## config.mk

```make
export PLATFORM = sky130hd
export DESIGN_NAME = g_sbox_pipe_d2
export DESIGN_NICKNAME = d
export VERILOG_FILES = /design/src/rtl/g_sbox_pipe_d2.sv
export SDC_FILE = /design/constraint.sdc
export NUM_CORES = 2
export LEC_CHECK = 0
export CELL_PAD_IN_SITES_DETAIL_PLACEMENT = 0
export CELL_PAD_IN_SITES_GLOBAL_PLACEMENT = 1
export CORE_AREA = 2 2 351 353
export DETAILED_ROUTE_END_ITERATION = 10
export DIE_AREA = 0 0 353 355
export GPL_TIMING_DRIVEN = 1
export PLACE_DENSITY_LB_ADDON = 0.1
export SYNTH_ARGS = -nofsm -noshare
export SYNTH_HDL_FRONTEND = slang
export SYNTH_SLANG_ARGS = --single-unit
export TNS_END_PERCENT = 1
```

## constraint.sdc

```tcl
create_clock -name clk -period 4.75 [get_ports clk]
set_clock_uncertainty 0.15 [all_clocks]
set_input_delay 0.7125 -clock clk [delete_from_list [all_inputs] [get_ports clk]]
set_output_delay 0.7125 -clock clk [all_outputs]
set_load 0.01 [all_outputs]
```

## src/rtl/g_sbox_pipe_d2.sv

```systemverilog
// Three-share masked LED G function, two-stage elastic pipeline.
// Optional RND_SHARED_EN: one RW-bit randomness bus shared by all nibbles.
module g_sbox_pipe_d2 #(
    parameter int NIBBLES = 16,
    parameter int RW      = 18
) (
    input  logic                  clk,
    input  logic                  rst_n,
    input  logic                  in_valid,
    output logic                  in_ready,
    input  logic [4*NIBBLES-1:0]  in_s0,
    input  logic [4*NIBBLES-1:0]  in_s1,
    input  logic [4*NIBBLES-1:0]  in_s2,
`ifdef RND_SHARED_EN
    input  logic [RW-1:0]         rnd,
`else
    input  logic [RW*NIBBLES-1:0] rnd,
`endif
    input  logic                  rnd_valid,
    output logic                  out_valid,
    input  logic                  out_ready,
    output logic [4*NIBBLES-1:0]  out_s0,
    output logic [4*NIBBLES-1:0]  out_s1,
    output logic [4*NIBBLES-1:0]  out_s2
);

    logic v1;
    logic v2;
    logic accept;
    logic ld2;

    assign in_ready  = rst_n & (~v1 | ~v2 | out_ready);
    assign accept    = in_valid & rnd_valid & in_ready;
    assign ld2       = v1 & (~v2 | out_ready);
    assign out_valid = v2;

    // Masks added to the five spare component registers of one output
    // share; the three shares' masks cancel when recombined.
    function automatic logic [4:0] mask5(input int k, input logic [5:0] r);
        if (k == 0)
            return r[4:0];
        else if (k == 1)
            return {r[3:0], r[5]};
        else
            return {r[0] ^ r[1], r[1] ^ r[3], r[0] ^ r[3], r[5], r[4]};
    endfunction

    // Stage valid flags: stage 1 refills whenever it can pass data on,
    // stage 2 loads from stage 1 or empties on an output transfer.
    always_ff @(posedge clk) begin
        if (!rst_n) begin
            v1 <= 1'b0;
            v2 <= 1'b0;
        end else begin
            if (in_ready)
                v1 <= accept;
            if (ld2)
                v2 <= 1'b1;
            else if (out_ready)
                v2 <= 1'b0;
        end
    end

    for (genvar n = 0; n < NIBBLES; n++) begin : g_nib
        logic [3:0]  sh [3];
        logic [17:0] rn;

        assign sh[0] = in_s0[4*n +: 4];
        assign sh[1] = in_s1[4*n +: 4];
        assign sh[2] = in_s2[4*n +: 4];

`ifdef RND_SHARED_EN
        assign rn = rnd[17:0];
`else
        assign rn = rnd[RW*n +: 18];
`endif

        for (genvar k = 0; k < 3; k++) begin : g_sh
            // Output share k only sees input shares k+1 and k+2.
            localparam int   I  = (k + 1) % 3;
            localparam int   J  = (k + 2) % 3;
            localparam logic C1 = (k == 0) ? 1'b1 : 1'b0;

            logic [3:0]      xi;
            logic [3:0]      xj;
            logic [2:0][8:0] fn;
            logic [2:0][8:0] f1;
            logic            gn;
            logic            g1;
            logic [3:0]      o;

            assign xi = sh[I];
            assign xj = sh[J];

            // y1 = a ^ b ^ c&d
            assign fn[0] = {mask5(k, rn[5:0]), xi[0] ^ xi[1],
                            xj[2] & xi[3], xi[2] & xj[3], xi[2] & xi[3]};
            // y2 = b ^ c ^ a&d
            assign fn[1] = {mask5(k, rn[11:6]), xi[1] ^ xi[2],
                            xj[0] & xi[3], xi[0] & xj[3], xi[0] & xi[3]};
            // y3 = c ^ d ^ a&b
            assign fn[2] = {mask5(k, rn[17:12]), xi[2] ^ xi[3],
                            xj[0] & xi[1], xi[0] & xj[1], xi[0] & xi[1]};
            // y0 = 1 ^ a ^ d, rotated share, constant on share 0
            assign gn = xi[0] ^ xi[3] ^ C1;

            // Stage 1 captures components on accept; stage 2 compresses.
            always_ff @(posedge clk) begin
                if (!rst_n) begin
                    f1 <= '0;
                    g1 <= 1'b0;
                    o  <= '0;
                end else begin
                    if (accept) begin
                        f1 <= fn;
                        g1 <= gn;
                    end
                    if (ld2)
                        o <= {^f1[2], ^f1[1], ^f1[0], g1};
                end
            end

            if (k == 0) begin : g_o0
                assign out_s0[4*n +: 4] = o;
            end else if (k == 1) begin : g_o1
                assign out_s1[4*n +: 4] = o;
            end else begin : g_o2
                assign out_s2[4*n +: 4] = o;
            end
        end
    end

endmodule

```

After elaboration in Yosys (flattened, before gate mapping)
Cells that the tools add are included.
Widths: inputs -> output; s select.
Word-level totals
  bits in registers: 1538
  latch bits: 0
  RAM bits: 0
  ROM bits: 0
  bits of input ports: 485
  output and inout port bits: 194
  logic and storage cells: 1182
  memories kept: 0
Operators by class
  add/subtract/negate cells: 0
  multipliers: 0
  div/mod/pow operators: 0
  $lt $le $gt $ge: 0
  equality and inequality tests: 0
  shifts and indexed selects: 0
  mux-type cells: 2
  bitwise gates (word level): 793
  reductions and logical operators: 145
Operator list (number)
  $reduce_xor 9->1: 144
  $and 1x1->1: 436
  $xor 1x1->1: 336
  $not 1->1: 18
  $or 1x1->1: 3
  $mux 1: 2
  $reduce_bool 2->1: 1

Depth between registers and ports, before layout
  word-level depth: 5
  mapped depth: 8
  mapped depth without buffers: 4

Worst setup path after synthesis
No wires, ideal clock.
  path kind: input-to-output
  start point: input rst_n
  end point: output in_ready
  arrival: 1620 ps
  slack: 2267 ps
  stages on the path: 4
  cells stage by stage: buf_2 > clkbuf_1 > clkbuf_1 > and2_1
On the way
  cells in the longest elaborated chain, start to end: 1
Ends and longest elaborated chain
  from (decl): RTL line 8  | input logic rst_n,
  $and 1x1->1: RTL line 32  | assign in_ready = rst_n & (~v1 | ~v2 | out_ready);
  to (decl): RTL line 10  | output logic in_ready,
No other way between the ends.

Worst setup path in the final report
  start point: input out_ready
  end point: output in_ready
On the way
  cells in the longest elaborated chain, start to end: 2
Ends and longest elaborated chain
  from (decl): RTL line 21  | input logic out_ready,
  $or 1x1->1: RTL line 32
  $and 1x1->1: RTL line 32
No other way between the ends.

==> metrics.md <==
| Metric | Value |
|---|---|
| Least-Margin Pin Slew | 1.04 ns |
| H-tree depth | 4 |
| Root buf cell | clkbuf_16 |
| WL final | 160000 µm |
| CP required | 3.89 ns |
| Clock Sink Count | 1250 |
| Vias per inst | slightly above 5 |
| First-pass GRT wire length | 245000 µm |
| DIE HEIGHT | 355 µm |
| Number of synthesized register bits | 1250 |
| Run status | complete, no violations |
| Crit end category | output port |
| Commonest non-fill, non-tap cells in the layout | 1713 x nand2_1, 1250 x dfxtp_1, 912 x xnor2_1 |
| CTS clk-pin slew, worst paths | around 0.060 ns |
| Post-CTS Setup Inserts | 0 |
| Hold path start | rst_n |
| Worst-Skew Late Latency | 0.74 ns |
| Largest net degree at the start of global routing | 220 |
| Final setup TNS | 0 ns |
| Final setup violation count | 0 |
| CTS Buf Count | 143 |
| RSZ-0062 raised after global routing | no |
| Post-synthesis cell count | 6109 |
| FP Rows | 128 |
| Final Cycle Share | 62.2% |
| Total number of vias | about 43000 |
| FF-to-FF path depth | 6 |
| Port bufs | between 600 and 700 |
| Post-Synthesis Cell Area | around 57000 µm² |
| Hold depth | 2 |
| Post-synth cell types | 22 |
| CP startpoint kind | primary input |
| Commonest non-fill, non-tap cell in the layout | nand2_1 |
| # IOs | approximately 680 |
| Final Hold Fails | 0 |
| FF-to-FF setup slack | 2.35 ns |
| Syn nets | about 6700 |
| Drc violations | 0 |
| Relative slew slack | 30.6% |
| CTS Hold Bufs | 0 |
| DRT antenna net count | 0 |
| Placed cells | 8059 |
| Die area | roughly 130000 µm² |
| Max-capacitance violation count | 0 |
| CP max FO | 4 |
| Non-filler cells, final | about 8300 |
| Total GRT Usage | roughly a quarter |
| Leak | 29.5 nW |
| CTS tree | yes |
| CTS max path bufs | 3 |
| RePlAce Congestion | around 0.82 |
| Starting density of the core | 46.7% |
| Crit path arrival time | approximately 2.1 ns |
| Max-slew violations | 0 |
| Crit Reg-Reg Startpoint | v1 |
| Worst Hold End | g_nib[1].g_sh[2].f1[19] |
| Mapped Avg Cell Area | just over 9 µm² |
| F_max | 338 MHz |
| Layout cells sized above 1 | about 4.1% |
| Vias in the first global route | between 40000 and 50000 |
| HPWL Detailed | approximately 110000 µm |
| Initial antenna violation count | between 50 and 60 |
| Minimum clock period after layout | approximately 3.0 ns |
| Register area share after synthesis | between 40 and 50% |
| Drt wl/cell | around 19 µm |
| Hold Crit Class | in2reg |
| Crit Path Category | in2out |
| Grt ovf | 0 |
| P per Cell Area | 380 nW/µm² |
| Die width | around 350 µm |
| Drt initial violations | ~3000 |
| Worst r2r dst | g_nib[14].g_sh[2].f1[11] |
| Resized cells post-CTS | 0 |
| Syn-to-layout area delta | 21.7% |
| Peak VDD IR | between 0.0003 and 0.0004 V |
| Core region area | about 120000 µm² |
| Synth warn | 0 |
| Final net count | between 7000 and 8000 |
| Drt pass-1 iters | 5 |
metal layers:
metal  up-vias  share of wire [%]  GRT usage [%]  routed length, µm
met4        46                3.2           9.48               5120
met5         -               0.19              0                310
met3       289                6.4           6.13              10300
met1     20220                 44           32.5              70900
met2       956                 46           39.7              73700
li1      21349                  -              -                  -
worst max path at each step:
| stage | cells past startpoint | end | slack, ns | startpoint |
|---|---|---|---|---|
| finish | 4 | in_ready | 1.80 | out_ready |
| CTS | 4 | in_ready | 1.79 | out_ready |
| global placement | 7 | g_nib[14].g_sh[2].f1[2] | 1.66 | out_ready |
| detailed placement | 7 | g_nib[14].g_sh[1].f1[1] | 1.62 | out_ready |
| global route | 3 | in_ready | 1.72 | v1 |
| floorplan | 4 | in_ready | 2.27 | rst_n |
cell type report:
| cell class | count | area, µm² |
|---|---|---|
| fill | 11108 | 52400 |
| multi-input combinational | 4460 | 29700 |
| clock buffer | 214 | 4320 |
| clock inverter | 36 | 424 |
| tap | 1625 | 2030 |
| timing repair buffer | 724 | 7450 |
| antenna | 32 | 80.1 |
| sequential | 1250 | 25000 |
registers in the layout (all words and copies together) (netlist names):
signal / flops
g_nib.g_sh.f1: 1008
g_nib.g_sh.g1: 48
g_nib.g_sh.o: 192
out_valid: 1
v1: 1
through the flow:
stage / util, % / area [µm²] / hold WS, ns / total power, mW / setup WS, ns
4_1_cts: 56.8 / 68900 / 0.233 / 26.5 / 1.79
5_1_grt: 56.8 / 69000 / 0.269 / 27.2 / 1.72
2_1_floorplan: - / 56700 / 0.284 / 13.9 / 2.27
3_3_place_gp: 52.9 / 64200 / 0.293 / 15.3 / 1.66
3_5_place_dp: 52.9 / 64200 / 0.295 / 15.3 / 1.62
6_report: 56.8 / 69000 / 0.282 / 26.2 / 1.80
report_power, final:
group          internal, mW  total, mW  switching [mW]
clock                  6.70       11.1            4.42
sequential             11.0       11.3           0.348
combinational          2.01       3.75            1.74
cell families (layout without fill, tap and decap cells):
logic type      Yosys count  in the layout  share of synthesized area (%)
compound gates          690            690                           10.4
xor+xnor               1056           1056                           19.8
fa+ha+maj               144            144                           3.18
buf+inv                 399            974                           3.58
flops                  1250           1250                           44.1
other cells               0             32                              0
simple gates           2570           2570                           18.9
critical path: stages:
cell and delay (ns):
clkdlybuf4s50_1 0.47, nand3b_1 0.16, and2_1 0.19, clkdlybuf4s50_1 0.56
cell usage after synthesis:
library cell | count | area (µm²)
nor2b_1 | 2 | 12.5
nand4_1 | 1 | 6.26
xnor3_1 | 144 | 3240
and4_1 | 1 | 8.76
o2bb2ai_1 | 144 | 1260
nand2b_1 | 1 | 6.26
xnor2_1 | 912 | 7990
nand3_1 | 848 | 4240
o21a_1 | 1 | 7.51
ha_1 | 144 | 1800
dfxtp_1 | 1250 | 25000
buf_2 | 162 | 811
o211a_1 | 208 | 2080
buf_6 | 38 | 428
buf_4 | 11 | 82.6
buf_1 | 5 | 18.8
and2_1 | 2 | 12.5
a21boi_1 | 4 | 30.0
a21boi_0 | 333 | 2500
nand2_1 | 1714 | 6430
nand3b_1 | 1 | 7.51
clkbuf_1 | 183 | 687
(Power assumes the default switching activity.)
